`src/rtl/catch_scorer.sv`:
```
// catch_scorer
//   Sits between the hook and the score/timer block. It latches the type of
//   the item the hook grabbed. It paces the reel-in with weight-dependent step
//   pulses. When the hook gets back home it issues exactly one single-cycle
//   award to the score adder.
//
// Ports:
//   clk                 in   system clock
//   resetn              in   asynchronous active-low reset
//   game_active         in   round running (same net as timer_enable)
//   grab_valid          in   one-cycle pulse, hook touched an item
//   grab_type [1:0]     in   item type, sampled with grab_valid
//   hook_home           in   one-cycle pulse, hook reached home
//   carrying            out  item on the hook
//   carried_type [1:0]  out  latched item type (holds when idle)
//   reel_step           out  one-cycle reel advance pulse
//   score_adder_enable  out  one-cycle award pulse
//   score_to_add [2:0]  out  award value, 0 when not awarding
//   items_caught [5:0]  out  saturating count of awarded items
module catch_scorer #(
  parameter logic [25:0] STEP_LIGHT  = 26'd12499999,
  parameter logic [25:0] STEP_HEAVY  = 26'd49999999,
  parameter logic [2:0]  VAL_SMALL   = 3'd2,
  parameter logic [2:0]  VAL_BIG     = 3'd5,
  parameter logic [2:0]  VAL_ROCK    = 3'd1,
  parameter logic [2:0]  VAL_DIAMOND = 3'd7
) (
  input  logic       clk,
  input  logic       resetn,
  input  logic       game_active,
  input  logic       grab_valid,
  input  logic [1:0] grab_type,
  input  logic       hook_home,
  output logic       carrying,
  output logic [1:0] carried_type,
  output logic       reel_step,
  output logic       score_adder_enable,
  output logic [2:0] score_to_add,
  output logic [5:0] items_caught
);

  localparam logic [1:0] IDLE  = 2'd0;
  localparam logic [1:0] CARRY = 2'd1;
  localparam logic [1:0] AWARD = 2'd2;

  logic [1:0]  state;
  logic [25:0] step_cnt;
  logic [25:0] load_val;
  logic [2:0]  award_val;
  logic        accept_grab;
  logic        award;

  // Big gold and rock are heavy; small gold and diamond are light.
  always_comb begin
    load_val = STEP_LIGHT - 26'd1;
    if (grab_type == 2'd1 || grab_type == 2'd2) begin
      load_val = STEP_HEAVY - 26'd1;
    end
  end

  always_comb begin
    award_val = VAL_SMALL;
    case (carried_type)
      2'd0: award_val = VAL_SMALL;
      2'd1: award_val = VAL_BIG;
      2'd2: award_val = VAL_ROCK;
      2'd3: award_val = VAL_DIAMOND;
      default: award_val = VAL_SMALL;
    endcase
  end

  assign accept_grab = (state == IDLE) && grab_valid && game_active;
  // If the round ends during AWARD, the award is suppressed.
  assign award = (state == AWARD) && game_active;

  // Main FSM. A grab during CARRY is ignored, so the latched type stays put.
  // hook_home in IDLE is an empty hook coming back and does nothing.
  always_ff @(posedge clk or negedge resetn) begin
    if (!resetn) begin
      state        <= IDLE;
      carried_type <= 2'd0;
    end else begin
      case (state)
        IDLE: begin
          if (accept_grab) begin
            state        <= CARRY;
            carried_type <= grab_type;
          end
        end
        CARRY: begin
          if (!game_active) begin
            state <= IDLE;
          end else if (hook_home) begin
            state <= AWARD;
          end
        end
        AWARD:   state <= IDLE;
        default: state <= IDLE;
      endcase
    end
  end

  // Step counter. It is loaded with period-1 on the grab edge.
  // It only runs while the FSM stays in CARRY, and it is parked at 0 otherwise.
  always_ff @(posedge clk or negedge resetn) begin
    if (!resetn) begin
      step_cnt <= 26'd0;
    end else if (accept_grab) begin
      step_cnt <= load_val;
    end else if (state == CARRY && game_active && !hook_home) begin
      if (step_cnt == 26'd0) begin
        case (carried_type)
          2'd1, 2'd2: step_cnt <= STEP_HEAVY - 26'd1;
          default:    step_cnt <= STEP_LIGHT - 26'd1;
        endcase
      end else begin
        step_cnt <= step_cnt - 26'd1;
      end
    end else begin
      step_cnt <= 26'd0;
    end
  end

  // Registered outputs, all derived from the current state.
  // They therefore lag the state by one cycle.
  // This is why carrying stays high through the award cycle.
  always_ff @(posedge clk or negedge resetn) begin
    if (!resetn) begin
      carrying           <= 1'b0;
      reel_step          <= 1'b0;
      score_adder_enable <= 1'b0;
      score_to_add       <= 3'd0;
      items_caught       <= 6'd0;
    end else begin
      carrying           <= (state != IDLE);
      reel_step          <= (state == CARRY) && (step_cnt == 26'd0);
      score_adder_enable <= award;
      score_to_add       <= award ? award_val : 3'd0;
      if (award && items_caught != 6'd63) begin
        items_caught <= items_caught + 6'd1;
      end
    end
  end

endmodule

```
`config.mk`:
```
export PLATFORM = sky130hd
export DESIGN_NAME = catch_scorer
export DESIGN_NICKNAME = d
export VERILOG_FILES = /design/src/rtl/catch_scorer.sv
export SDC_FILE = /design/constraint.sdc
export NUM_CORES = 1
export LEC_CHECK = 0
export ABC_AREA = 1
export BUFFER_PORTS_ARGS = -buffer_cell sky130_fd_sc_hd__buf_4
export CORE_MARGIN = 5
export CORE_UTILIZATION = 35
export CTS_BUF_LIST = sky130_fd_sc_hd__clkbuf_4
export DETAILED_ROUTE_END_ITERATION = 8
export PLACE_DENSITY = 0.64
export SETUP_SLACK_MARGIN = 0.3
export SLEW_MARGIN = 5
export SYNTH_ARGS = -nofsm -noshare
export SYNTH_HDL_FRONTEND = slang
export SYNTH_SLANG_ARGS = --single-unit
```
`constraint.sdc`:
```
create_clock -name clk -period 2.3 [get_ports clk]
set_input_delay 0 -clock clk [delete_from_list [all_inputs] [get_ports clk]]
set_output_delay 0 -clock clk [all_outputs]
set_load 0.01 [all_outputs]
```
; After elaboration in Yosys (flattened, before gate mapping)
; Index checks and enable logic that the tools add are counted.
; Widths: inputs -> output; s select.
[totals]
regBits = 42
latch_bits = 0
mem_bits_rw = 0
rom_bits = 0
out_inout_bits = 14
elab_cells = 47
mem_count = 0
[classes]
addsub = 2
multipliers = 0
n_div = 0
order_cmp = 0
eq_ne = 10
shift = 0
mux = 11
bitwise = 0
reduce_logical = 16
[ops]
columns = operator, n
row1 = $mux 26, 5
row2 = $logic_not 26->1, 1
row3 = $sub 26x1->26 const B, 1
row4 = $pmux 3 s4, 1
row5 = $eq 2x2->1 const B, 4
row6 = $logic_and 1x1->1, 7
row7 = $add 6x1->6 const B, 1
row8 = $eq 2x1->1 const B, 3
row9 = $mux 2, 3
row10 = $ne 6x6->1 const B, 1
row11 = $logic_not 2->1, 2
row12 = $pmux 2 s2, 1
row13 = $reduce_and 2->1, 2
row14 = $mux 3, 1
row15 = $ne 3x3->1 const B, 1
row16 = $ne 2x2->1 const B, 1
row17 = $reduce_bool 2->1, 1
row18 = $reduce_or 2->1, 1
row19 = $logic_not 1->1, 1
row20 = $logic_or 1x1->1, 1

; Depth between registers and ports, before layout
[depth]
word_depth = 6
ltp_mapped = 11
depth_no_buf = 11

; Worst setup path before layout
; OpenSTA, ideal clock, no wires.
[synth_path]
path_type = reg2reg
from = reg step_cnt[0]
to = reg step_cnt[11]
setup_ns = 0.120
arrival_time_ns = 1.352
required_ns = 2.180
path_slack_ns = 0.828
stages_incl_launch_ff = 10
synth_period_minus_slack_ns = 1.472
path_cell_list = dfrtp_1 inv_1 ha_1 nand2_4 nor2_8 nand3_4 nor2_8 nand2_2 nand3_1 nand2_1
[synth_between]
elab_chain_cells = 4
[synth_rtl]
columns = item, line
row1 = from (decl), 47  ; logic [25:0] step_cnt;
row2 = from (signal assigned), 109  ; step_cnt <= load_val;
row3 = from (signal assigned), 113  ; 2'd1, 2'd2: step_cnt <= STEP_HEAVY - 26'd1;
row4 = from (signal assigned), 114  ; default: step_cnt <= STEP_LIGHT - 26'd1;
row5 = $sub 26x1->26 / $logic_not 26->1 (equally long branches), "117, 111"
row6 = $mux 26 (*), 111  ; if (step_cnt == 26'd0) begin
row7 = $mux 26 (*), 110  ; end else if (state == CARRY && game_active && !hook_home) begin
row8 = $mux 26 (*), 108  ; end else if (accept_grab) begin
; Mark *: on every way between the ends. The rest lies on a longest branch, timed or not.
; A chain may end at the register's enable or synchronous reset.

; Worst setup path after layout
[layout_path]
from = reg step_cnt[0]
to = reg step_cnt[24]
; Same word-level chain as after synthesis.

==> metrics.md <==
| Metric | Value |
|---|---|
| Status | finished, final reports clean |
| Peak fanout along the critical path | 6 |
| Top-Level Pins | 21 |
| Worst Hold Slack | 91.5 ps |
| Via-per-instance ratio | 4.70 |
| Average cell area after synthesis | 8.21 um^2 |
| Post-route DRC | 0 |
| Number of H-tree branching levels | 2 |
| Overall Global Routing Usage | 0.128 |
| Remaining global-route overflow | 0 |
| Count of nets after finishing | 331 |
| Peak per-stage delay on the critical path | 400 ps |
| Antenna violation net count after detailed routing | 0 |
| Most common library cell in the layout ignoring fill and taps | nand2_1 |
| Number of setup violations in the final report | 0 |
| Insertion delay to the later sink of the worst-skew pair | 360 ps |
| Worst voltage drop across the vdd grid | 0.000348 V |
| Period minus WS final | 1660 ps |
| Die X | 92.2 um |
| Floorplan die area | 8500 um^2 |
| Part of the total power dissipated in sequential elements | 0.443 |
| Syn nets | 300 |
| Combinational share of power | 0.304 |
| Relative contribution of the clock network to total power | 0.252 |
| Cell count after synthesis | 288 |
| RD Place Congestion | 0.910 |
| List of cells traversed by the critical path | inv_1, ha_1, nand2_4, inv_2, nand2_1, nor2_4, nand4_1, nand3_2, nor2_1 |
| Minimum setup slack after placement | 619 ps |
| P&R area growth vs syn | 16.1% |
| CORE AREA | 6680 um^2 |
| Worst min-delay path class | input pin to flip-flop |
| Buffer depth of the longest clock path | 2 |
| CTS buffer count | 5 |
| Worst endpoint data arrival time | 1920 ps |
| Fraction of layout instances using a drive strength above 1 | 0.191 |
| Clock transition at the register clock pins on the worst setup and hold paths after CTS | 130 ps |
| Number of instances resized during post-cts repair | 0 |
| Count of different cell masters after synthesis | 31 |
| Nature of the critical path endpoint | flip-flop |
| Worst Setup Start Kind | flip-flop |
| Number of max-cap violations | 0 |
| Setup repair after global routing missed its margin | no |
| Part of the Yosys area used for sequential elements | 0.445 |
| HPWL reported at the end of detailed placement | 3780 um |
| Min setup slack post-route | 639 ps |
| CTS tree | yes |
| Worst clock skew | 9.80 ps |
| Netlist area before placement | 2360 um^2 |
| Internal Dissipation | 0.00129 W |
| Initial drt markers | 133 |
| Number of core rows | 30 |
| Wirelength, routed | 5020 um |
| Count of endpoints failing hold in the final timing report | 0 |
| Top library cells by usage in the layout, fill and taps aside | 72 x nand2_1, 47 x nor2_1, 42 x dfrtp_1, 25 x inv_1, 23 x nand3_1 |
| Detailed Routing Iterations Pass 1 | 4 |
| Max-slew violation total from the final report | 0 |
| CTS Sinks | 42 |
| DIE HEIGHT | 92.2 um |
| Worst setup path category | flip-flop to flip-flop |
| Antenna diode instance count | 0 |
| Part of the cycle the worst path needs | 0.722 |
| Via count of the first global-routing pass | 1878 |
| Effective utilization at floorplan | 0.354 |
| Ys Warns | 0 |
| Clock root buffer master | clkbuf_4 |
| Setup TNS after final layout | 0 ps |
| Global-route wire length before repair | 8640 um |
| Leakage dissipation | 1.46 nW |
| EDFF count, synth | 0 |
| Worst-margin pin slew | 531 ps |
| Cell at the slowest stage of the critical path | dfrtp_1 |
| Number of buffers added on ports | 20 |
| Total of flip-flops plus latches after synthesis | 42 |
| Switch share | 0.347 |
| Worst max-slew margin expressed relative to the limit | 0.646 |
| Post-CTS Setup Bufs | 0 |
| Routed via count | 1880 |
| Pwr per Cell Area | 718 nW/um^2 |
| Dominant register cell in the synthesized netlist | dfrtp_1 |
| Ys async rst share | 1.00 |
| Final routed wire length divided by cell count | 12.6 um |
| Switching component of the power | 0.000685 W |
| Required time reported for the critical path endpoint | 2560 ps |
| Maximum number of pins on one net before global-route repair | 43 |
| Highest achievable clock rate | 602 MHz |
| Number of antenna violations at the first check in global routing | 0 |
metal layers:
metal,share of wire,vias up,GRT usage
met3,0.046,15,0.0345
met1,0.48,852,0.172
met4,0.029,0,0.0507
met2,0.44,47,0.194
met5,0,-,0
li1,-,966,-
critical path, delay by kind of cell, from the launching register on:
| family | cells | cell delay (ps) |
|---|---|---|
| flip-flops | 1 | 400 |
| AND/OR/NAND/NOR | 6 | 770 |
| buffers and inverters | 2 | 140 |
| adder cells (fa/ha/maj) | 1 | 250 |
area by class of cell:
class | count | area, um^2
Tap cell | 80 | 100
Clock buffer | 6 | 45.0
Fill cell | 684 | 3940
Timing Repair Buffer | 27 | 215
Inverter | 28 | 105
Multi-Input combinational cell | 215 | 1190
Clock inverter | 2 | 37.5
Sequential cell | 42 | 1050
state kept, by name (all words and copies together), names as in the netlist:
register	flops
score_to_add	3
reel_step	1
items_caught	6
step_cnt	26
carrying	1
score_adder_enable	1
state	2
carried_type	2
final timing paths:
check / startpoint / to / slack [ps] / cells past startpoint
min in group asynchronous: resetn / step_cnt[25]$_DFF_PN0_ / 150 / 2
worst min register to register: step_cnt[0]$_DFF_PN0_ / step_cnt[0]$_DFF_PN0_ / 430 / 1
worst max-delay path: step_cnt[0]$_DFF_PN0_ / step_cnt[24]$_DFF_PN0_ / 640 / 9
worst min-delay path: hook_home / state[1]$_DFFE_PN0P_ / 90 / 4
max in group asynchronous: resetn / step_cnt[1]$_DFF_PN0_ / 1790 / 2
worst max register to register: step_cnt[0]$_DFF_PN0_ / step_cnt[24]$_DFF_PN0_ / 640 / 9
logic make-up (layout without fill, tap and decap cells):
kind of cell,Yosys count,after routing,synth area share
flops,42,42,0.445
mux,1,1,0.00476
simple gates,178,178,0.373
buf+inv,31,63,0.0513
fa+ha+maj,5,5,0.0265
compound gates,10,10,0.0222
xor+xnor,21,21,0.0778
stage by stage:
step	cell area [um^2]	util	total power, W	instances
2_1_floorplan	2360	-	0.00130	288
3_5_place_dp	2610	0.391	0.00149	387
4_1_cts	2750	0.411	0.00199	400
3_3_place_gp	2610	0.391	0.00148	387
6_report	2750	0.411	0.00197	400
5_1_grt	2750	0.411	0.00210	400
power groups by stage:
stage	registers, W	clock network, W	logic, W
final	0.000874	0.000497	0.000600
after global placement	0.000888	0	0.000592
after CTS	0.000875	0.000512	0.000607
after floorplan	0.000893	0	0.000412
after global routing	0.000887	0.000539	0.000674
after detailed placement	0.000888	0	0.000599
timing repair:
| action | 4_1_cts | 5_1_grt |
|---|---|---|
| setup endpoints to repair | 0 | 0 |
| hold buffers | 5 | 0 |
| hold endpoints to repair | 51 | 0 |
synth_stat cells (4+ instances only):
master	instances	area, um^2
dfrtp_1	42	1050
ha_1	5	62.6
inv_1	25	93.8
nand2_1	72	270
nand3_1	23	115
nand4_1	7	43.8
nor2_1	47	176
nor2_2	8	50.1
o21ai_1	4	20.0
xnor2_1	11	96.3
xor2_1	10	87.6
Power figures use the tool's default switching activity.
